--- config.mk ---
export PLATFORM = sky130hd
export DESIGN_NAME = result_requantizer
export DESIGN_NICKNAME = d
export VERILOG_FILES = /design/src/rtl/requant_pkg.sv /design/src/rtl/requant_unit.sv /design/src/rtl/result_requantizer.sv
export SDC_FILE = /design/constraint.sdc
export NUM_CORES = 1
export LEC_CHECK = 0
export ABC_AREA = 1
export CAP_MARGIN = 10
export CORE_ASPECT_RATIO = 1.2
export CORE_MARGIN = 1
export CORE_UTILIZATION = 51
export CTS_BUF_LIST = sky130_fd_sc_hd__clkbuf_16
export DETAILED_ROUTE_END_ITERATION = 12
export GPL_ROUTABILITY_DRIVEN = 1
export PLACE_DENSITY = 0.71
export SYNTH_ARGS = -nofsm -noshare
export SYNTH_HDL_FRONTEND = slang
export SYNTH_SLANG_ARGS = --single-unit
--- constraint.sdc ---
create_clock -name clk -period 7.1 [get_ports clk]
set_input_delay 0.71 -clock clk [delete_from_list [all_inputs] [get_ports clk]]
set_output_delay 0.71 -clock clk [all_outputs]
set_load 0.03 [all_outputs]
--- src/rtl/requant_pkg.sv ---
// Shared types and constants for the result requantizer: FSM states,
// int8 clamp limits and the 4x4 output tile geometry.
package requant_pkg;

  typedef enum logic {
    COLLECT = 1'b0,
    OUTPUT  = 1'b1
  } state_e;

  localparam int INT8_MAX = 127;
  localparam int INT8_MIN = -128;

  localparam int unsigned NUM_ROWS  = 4;
  localparam int unsigned NUM_COLS  = 4;
  localparam int unsigned NUM_ELEMS = NUM_ROWS * NUM_COLS;

endpackage

--- src/rtl/requant_unit.sv ---
// Combinational requantizer: round-half-up arithmetic right shift of one
// accumulator, then int8 saturation. RESULT_REQUANT_RELU_EN clamps negatives to 0.
module requant_unit
  import requant_pkg::*;
#(
  parameter int unsigned ACC_W   = 32,
  parameter int unsigned OUT_W   = 8,
  parameter int unsigned SHIFT_W = 5
) (
  input  logic [ACC_W-1:0]   x,
  input  logic [SHIFT_W-1:0] s,
  output logic [OUT_W-1:0]   q_c,
  output logic               sat_c
);

  localparam int unsigned EXT_W = ACC_W + 1;
  localparam logic signed [EXT_W-1:0] R_MAX = EXT_W'(INT8_MAX);
  localparam logic signed [EXT_W-1:0] R_MIN = EXT_W'(INT8_MIN);

  logic signed [EXT_W-1:0] ext;
  logic signed [EXT_W-1:0] bias;
  logic signed [EXT_W-1:0] sum;
  logic signed [EXT_W-1:0] r;

  // One guard bit keeps x + rounding bias from wrapping near the positive limit.
  always_comb begin
    ext   = {x[ACC_W-1], x};
    bias  = '0;
    if (s != '0) begin
      bias = EXT_W'(1) << (s - SHIFT_W'(1));
    end
    sum   = ext + bias;
    r     = sum >>> s;
    q_c   = r[OUT_W-1:0];
    sat_c = 1'b0;
    if (r > R_MAX) begin
      q_c   = OUT_W'(INT8_MAX);
      sat_c = 1'b1;
    end else if (r < R_MIN) begin
      q_c   = OUT_W'(INT8_MIN);
      sat_c = 1'b1;
    end
`ifdef RESULT_REQUANT_RELU_EN
    if (r[EXT_W-1]) begin
      q_c   = '0;
      sat_c = 1'b0;
    end
`endif
  end

endmodule

--- src/rtl/result_requantizer.sv ---
// Requantizes a 16-accumulator result frame to int8 and replays it as four
// 32-bit row words. Optional ReLU clamp via RESULT_REQUANT_RELU_EN.
module result_requantizer
  import requant_pkg::*;
#(
  parameter int unsigned NUM_WORDS = 2 * NUM_ROWS,
  parameter int unsigned ACC_W     = 32,
  parameter int unsigned OUT_W     = 8,
  parameter int unsigned ROWS      = NUM_ROWS,
  parameter int unsigned SHIFT_W   = 5
) (
  input  logic                             clk,
  input  logic                             reset,
  input  logic                             in_valid,
  output logic                             in_ready,
  input  logic [2*ACC_W-1:0]               in_data,
  input  logic [SHIFT_W-1:0]               shift_amt,
  input  logic                             flush,
  output logic                             out_valid,
  input  logic                             out_ready,
  output logic [NUM_COLS*OUT_W-1:0]        out_data,
  output logic [$clog2(ROWS)-1:0]          out_row,
  output logic [$clog2(2*NUM_WORDS+1)-1:0] sat_count,
  output logic                             frame_done
);

  localparam int unsigned NUM_E  = 2 * NUM_WORDS;
  localparam int unsigned WCNT_W = $clog2(NUM_WORDS);
  localparam int unsigned ROW_W  = $clog2(ROWS);
  localparam int unsigned SAT_W  = $clog2(NUM_E + 1);
  localparam int unsigned ROW_DW = NUM_COLS * OUT_W;

  localparam logic [WCNT_W-1:0] LAST_WORD = WCNT_W'(NUM_WORDS - 1);
  localparam logic [ROW_W-1:0]  LAST_ROW  = ROW_W'(ROWS - 1);
  localparam logic [SAT_W-1:0]  SAT_MAX   = SAT_W'(NUM_E);

  state_e                      state_q, state_d;
  logic [WCNT_W-1:0]           word_cnt_q, word_cnt_d;
  logic [ROW_W-1:0]            row_cnt_q, row_cnt_d;
  logic [SHIFT_W-1:0]          shift_q;
  logic [SHIFT_W-1:0]          shift_eff;
  logic [NUM_E-1:0][OUT_W-1:0] elem_q;
  logic [ROWS-1:0][ROW_DW-1:0] row_word;
  logic [OUT_W-1:0]            q_hi, q_lo;
  logic                        sat_hi, sat_lo;
  logic [SAT_W-1:0]            sat_inc, sat_sum;
  logic                        in_acc;
  logic                        done_d;

  // Word 0 uses the live shift amount; later words use the value latched with it.
  assign shift_eff = (word_cnt_q == '0) ? shift_amt : shift_q;

  requant_unit #(
    .ACC_W  (ACC_W),
    .OUT_W  (OUT_W),
    .SHIFT_W(SHIFT_W)
  ) u_requant_hi (
    .x    (in_data[2*ACC_W-1:ACC_W]),
    .s    (shift_eff),
    .q_c  (q_hi),
    .sat_c(sat_hi)
  );

  requant_unit #(
    .ACC_W  (ACC_W),
    .OUT_W  (OUT_W),
    .SHIFT_W(SHIFT_W)
  ) u_requant_lo (
    .x    (in_data[ACC_W-1:0]),
    .s    (shift_eff),
    .q_c  (q_lo),
    .sat_c(sat_lo)
  );

  // Row word packing: column 0 in the most significant byte.
  always_comb begin
    row_word = '0;
    for (int r = 0; r < ROWS; r++) begin
      for (int c = 0; c < NUM_COLS; c++) begin
        row_word[r][(NUM_COLS-1-c)*OUT_W +: OUT_W] = elem_q[r*NUM_COLS+c];
      end
    end
  end

  // Saturation tally restarts with word 0 and sticks at the per-frame maximum.
  always_comb begin
    sat_inc = SAT_W'(sat_hi) + SAT_W'(sat_lo);
    sat_sum = ((word_cnt_q == '0) ? '0 : sat_count) + sat_inc;
    if (sat_sum > SAT_MAX) begin
      sat_sum = SAT_MAX;
    end
  end

  // Next-state logic; flush overrides both handshakes.
  always_comb begin
    state_d    = state_q;
    word_cnt_d = word_cnt_q;
    row_cnt_d  = row_cnt_q;
    in_acc     = 1'b0;
    done_d     = 1'b0;
    if (flush) begin
      state_d    = COLLECT;
      word_cnt_d = '0;
      row_cnt_d  = '0;
    end else begin
      case (state_q)
        COLLECT: begin
          if (in_valid && in_ready) begin
            in_acc = 1'b1;
            if (word_cnt_q == LAST_WORD) begin
              word_cnt_d = '0;
              row_cnt_d  = '0;
              state_d    = OUTPUT;
            end else begin
              word_cnt_d = word_cnt_q + WCNT_W'(1);
            end
          end
        end
        OUTPUT: begin
          if (out_valid && out_ready) begin
            if (row_cnt_q == LAST_ROW) begin
              row_cnt_d = '0;
              done_d    = 1'b1;
              state_d   = COLLECT;
            end else begin
              row_cnt_d = row_cnt_q + ROW_W'(1);
            end
          end
        end
        default: state_d = COLLECT;
      endcase
    end
  end

  always_ff @(posedge clk or negedge reset) begin
    if (!reset) begin
      state_q    <= COLLECT;
      word_cnt_q <= '0;
      row_cnt_q  <= '0;
      shift_q    <= '0;
      elem_q     <= '0;
      in_ready   <= 1'b0;
      out_valid  <= 1'b0;
      out_data   <= '0;
      out_row    <= '0;
      sat_count  <= '0;
      frame_done <= 1'b0;
    end else begin
      state_q    <= state_d;
      word_cnt_q <= word_cnt_d;
      row_cnt_q  <= row_cnt_d;
      in_ready   <= (state_d == COLLECT);
      out_valid  <= (state_d == OUTPUT);
      frame_done <= done_d;
      // Reloading the same row while stalled keeps out_data stable.
      if (state_d == OUTPUT) begin
        out_data <= row_word[row_cnt_d];
        out_row  <= row_cnt_d;
      end
      if (in_acc) begin
        elem_q[{word_cnt_q, 1'b0}] <= q_hi;
        elem_q[{word_cnt_q, 1'b1}] <= q_lo;
        if (word_cnt_q == '0) begin
          shift_q <= shift_amt;
        end
      end
      if (flush) begin
        sat_count <= '0;
      end else if (in_acc) begin
        sat_count <= sat_sum;
      end
    end
  end

endmodule

==> run summary <==
Worst r2r dst = sat_count[0]
GP Congestion = 1.05
Slowest cell on crit path = dfrtp_1
Final period utilization = 0.937
Post-DP HPWL = 49500 um
Max-cap viol count = 0
Final setup viols = 0
Residual DRC count = 0
GRT busiest layer = met2
Via count = 21100
# H-tree levels = 4
Outcome = completed
Data required, critical path = 7.46 ns
Final total power = 4.61 mW
Met2 usage = 0.558
Post-synthesis average cell area = 5.87 um2
Reg2reg start = word_cnt_q[1]
Post-CTS setup buffers = 0
Warnings, synthesis = 0
Worst setup SP type = flip-flop
DRT Pass-1 Iters = 6
Min-delay worst type = in -> async
Area Overhead vs Synth = 11.6%
Root buffer cell = clkbuf_16
Most area-consuming cells after synthesis = dfrtp_1, nand2_1, nand3_1, inv_1, nor2_1
Die area = 37000 um2
Synth Register Bits = 180
Most frequent cells after synthesis = nand2_1, nand3_1, inv_1
Worst path arrival time = 7.02 ns
VDD IR max = 0.126 mV
Grt met1 use = 0.449
Antenna violations before repair = 0
Crit. End Element = flip-flop
PD cells = 224 nW/um2
Vias in the first global route = 19500
DR WL/cell = 17.4 um
CP Max Fanout = 12
Final Hold Violating Endpoints = 0
Synthesized area = 18500 um2
Die H = 210 um
Tot GR Track Use = 0.346
Most frequent cell after synthesis = nand2_1
CTS Buf Count = 17
Util after Layout = 0.576
LEAKAGE = 11.0 nW
Setup Crit Path Kind = reg -> reg
Post-synth top area share = 0.244
Clock sink count = 180
Cell taking the most area after synthesis = dfrtp_1
Max Slew Vio Count = 0
Share of layout cells above drive strength 1 = 0.0745
Fill count = 3617
CP dominant cell by count = nand2_1
Die W = 176 um
Post-synth EDFFs = 0
Rows = 76
Grt met3 use = 0.0399
Initial DRC count = 2006
Fmax = 150 MHz
Mapped Cells = 3144
Final #Nets = 3326
Largest net degree at the start of global routing = 111
Post-synth cell types = 53
Asr flop ratio synth = 1.00
Final wirelength = 64000 um
Max Root-Sink Buffers = 2
Worst relative slew slack = 0.277
Post-synthesis sequential area ratio = 0.244
Largest stage delay on the critical path = 0.43 ns
Grt ovf = 0
# diodes = 0
Port bufs = 115
Initial Util = 0.516
Via density = 5.73
Slew at the pin closest to its max-slew limit = 1.08 ns
First-pass GRT wire length = 102000 um
Clock transition at path regs = 0.07 ns
Max Clock Skew = 0.0121 ns
Top_reg_cell synth = dfrtp_1
Final ANT Viol Nets = 0
CTS tree = done
Post-layout minimum cycle time = 6.66 ns
Worst R2R Setup Slack = 0.44 ns
I/O pin total = 116
Clk_lat worst skew = 0.44 ns
Core Region = 35800 um2
Cells on worst reg2reg path = 42
-- placed cells by master, fill, tap and decap left out, types with 12 or more instances in the layout --
master           instances
nor2_1                 286
nand2_2                 35
clkbuf_16               17
a31oi_1                 35
inv_1                  318
xor2_1                  12
nand3_1                621
inv_2                   17
nand3_2                 14
nor3_1                  23
o21ai_1                 17
a21oi_1                105
nand2_4                 20
clkdlybuf4s50_1        114
nand2_1                971
o21ai_0                129
nand4_1                 26
buf_4                   48
or2_2                   31
dfrtp_1                180
ha_1                    54
nor2_2                  18
-- report_power, final --
part | switching (mW) | internal [mW]
registers | 0.0836 | 1.20
clock network | 0.414 | 0.520
logic | 1.62 | 0.767
-- state kept, by name (all words and copies together) (netlist names) --
register	count
shift_q	5
sat_count	5
word_cnt_q	3
state_q	1
elem_q	128
row_cnt_q	2
out_row	2
in_ready	1
frame_done	1
out_data	32
-- cells by family (layout without fill, tap and decap cells) --
family / after synthesis / count (layout) / synth area share
simple gates: 2085 / 2085 / 0.506
fa+ha+maj: 56 / 56 / 0.0383
mux: 2 / 2 / 0.00108
flops: 180 / 180 / 0.244
other cells: 1 / 2 / 0.000203
buf+inv: 470 / 534 / 0.103
xor+xnor: 20 / 20 / 0.00949
compound gates: 330 / 330 / 0.0982
-- stage by stage --
stage	area (um2)	cells	setup slack, ns	hold WS [ns]	setup TNS, ns
final	20600	3677	0.444	0.408	0
after detailed placement	20000	3645	0.114	0.460	0
after global placement	20000	3645	0.161	0.457	0
after CTS	20500	3677	0.129	0.452	0
after floorplan	18500	3145	1.15	0.414	0
after global routing	20600	3677	-0.0184	0.482	-0.0300
-- how the worst max path moves through the flow --
stage / startpoint / to / slack (ns) / cells past startpoint
floorplan: word_cnt_q[1] / sat_count[3] / 1.15 / 42
global placement: shift_amt[3] / sat_count[3] / 0.16 / 35
detailed placement: shift_amt[3] / sat_count[3] / 0.11 / 35
CTS: word_cnt_q[0] / sat_count[0] / 0.13 / 37
global route: word_cnt_q[1] / sat_count[0] / -0.02 / 39
finish: word_cnt_q[1] / sat_count[0] / 0.44 / 42
-- critical path: cells and delay by family, from the launching register on --
family                   cells  cell delay (ns)
XOR/XNOR                     1             0.24
AO/OA/AOI/OAI                4             0.83
adder cells (fa/ha/maj)      4             1.14
AND/OR/NAND/NOR             27             3.27
flip-flops                   1             0.43
buffers and inverters        6             0.65
-- timing repair --
item	in CTS	in global routing
setup endpoints to repair	0	5
hold buffers	0	0
gates resized for setup	0	17
-- cell type report --
| type | instances | area [um2] | area share |
|---|---|---|---|
| Clock buffer | 17 | 425 | 0.0206 |
| Inverter | 339 | 1270 | 0.0619 |
| Multi-Input combinational cell | 2495 | 12100 | 0.589 |
| Timing Repair Buffer | 163 | 1510 | 0.0734 |
| Sequential cell | 180 | 4500 | 0.219 |
| Clock inverter | 15 | 158 | 0.00765 |
| Tap cell | 468 | 586 | 0.0284 |
-- layer usage --
metal  wire length (um)  share of wire
met1              26900           0.42
met2              29400           0.46
met3               3930          0.061
met4               3790          0.059
met5                  0              0
(Power assumes the default switching activity.)
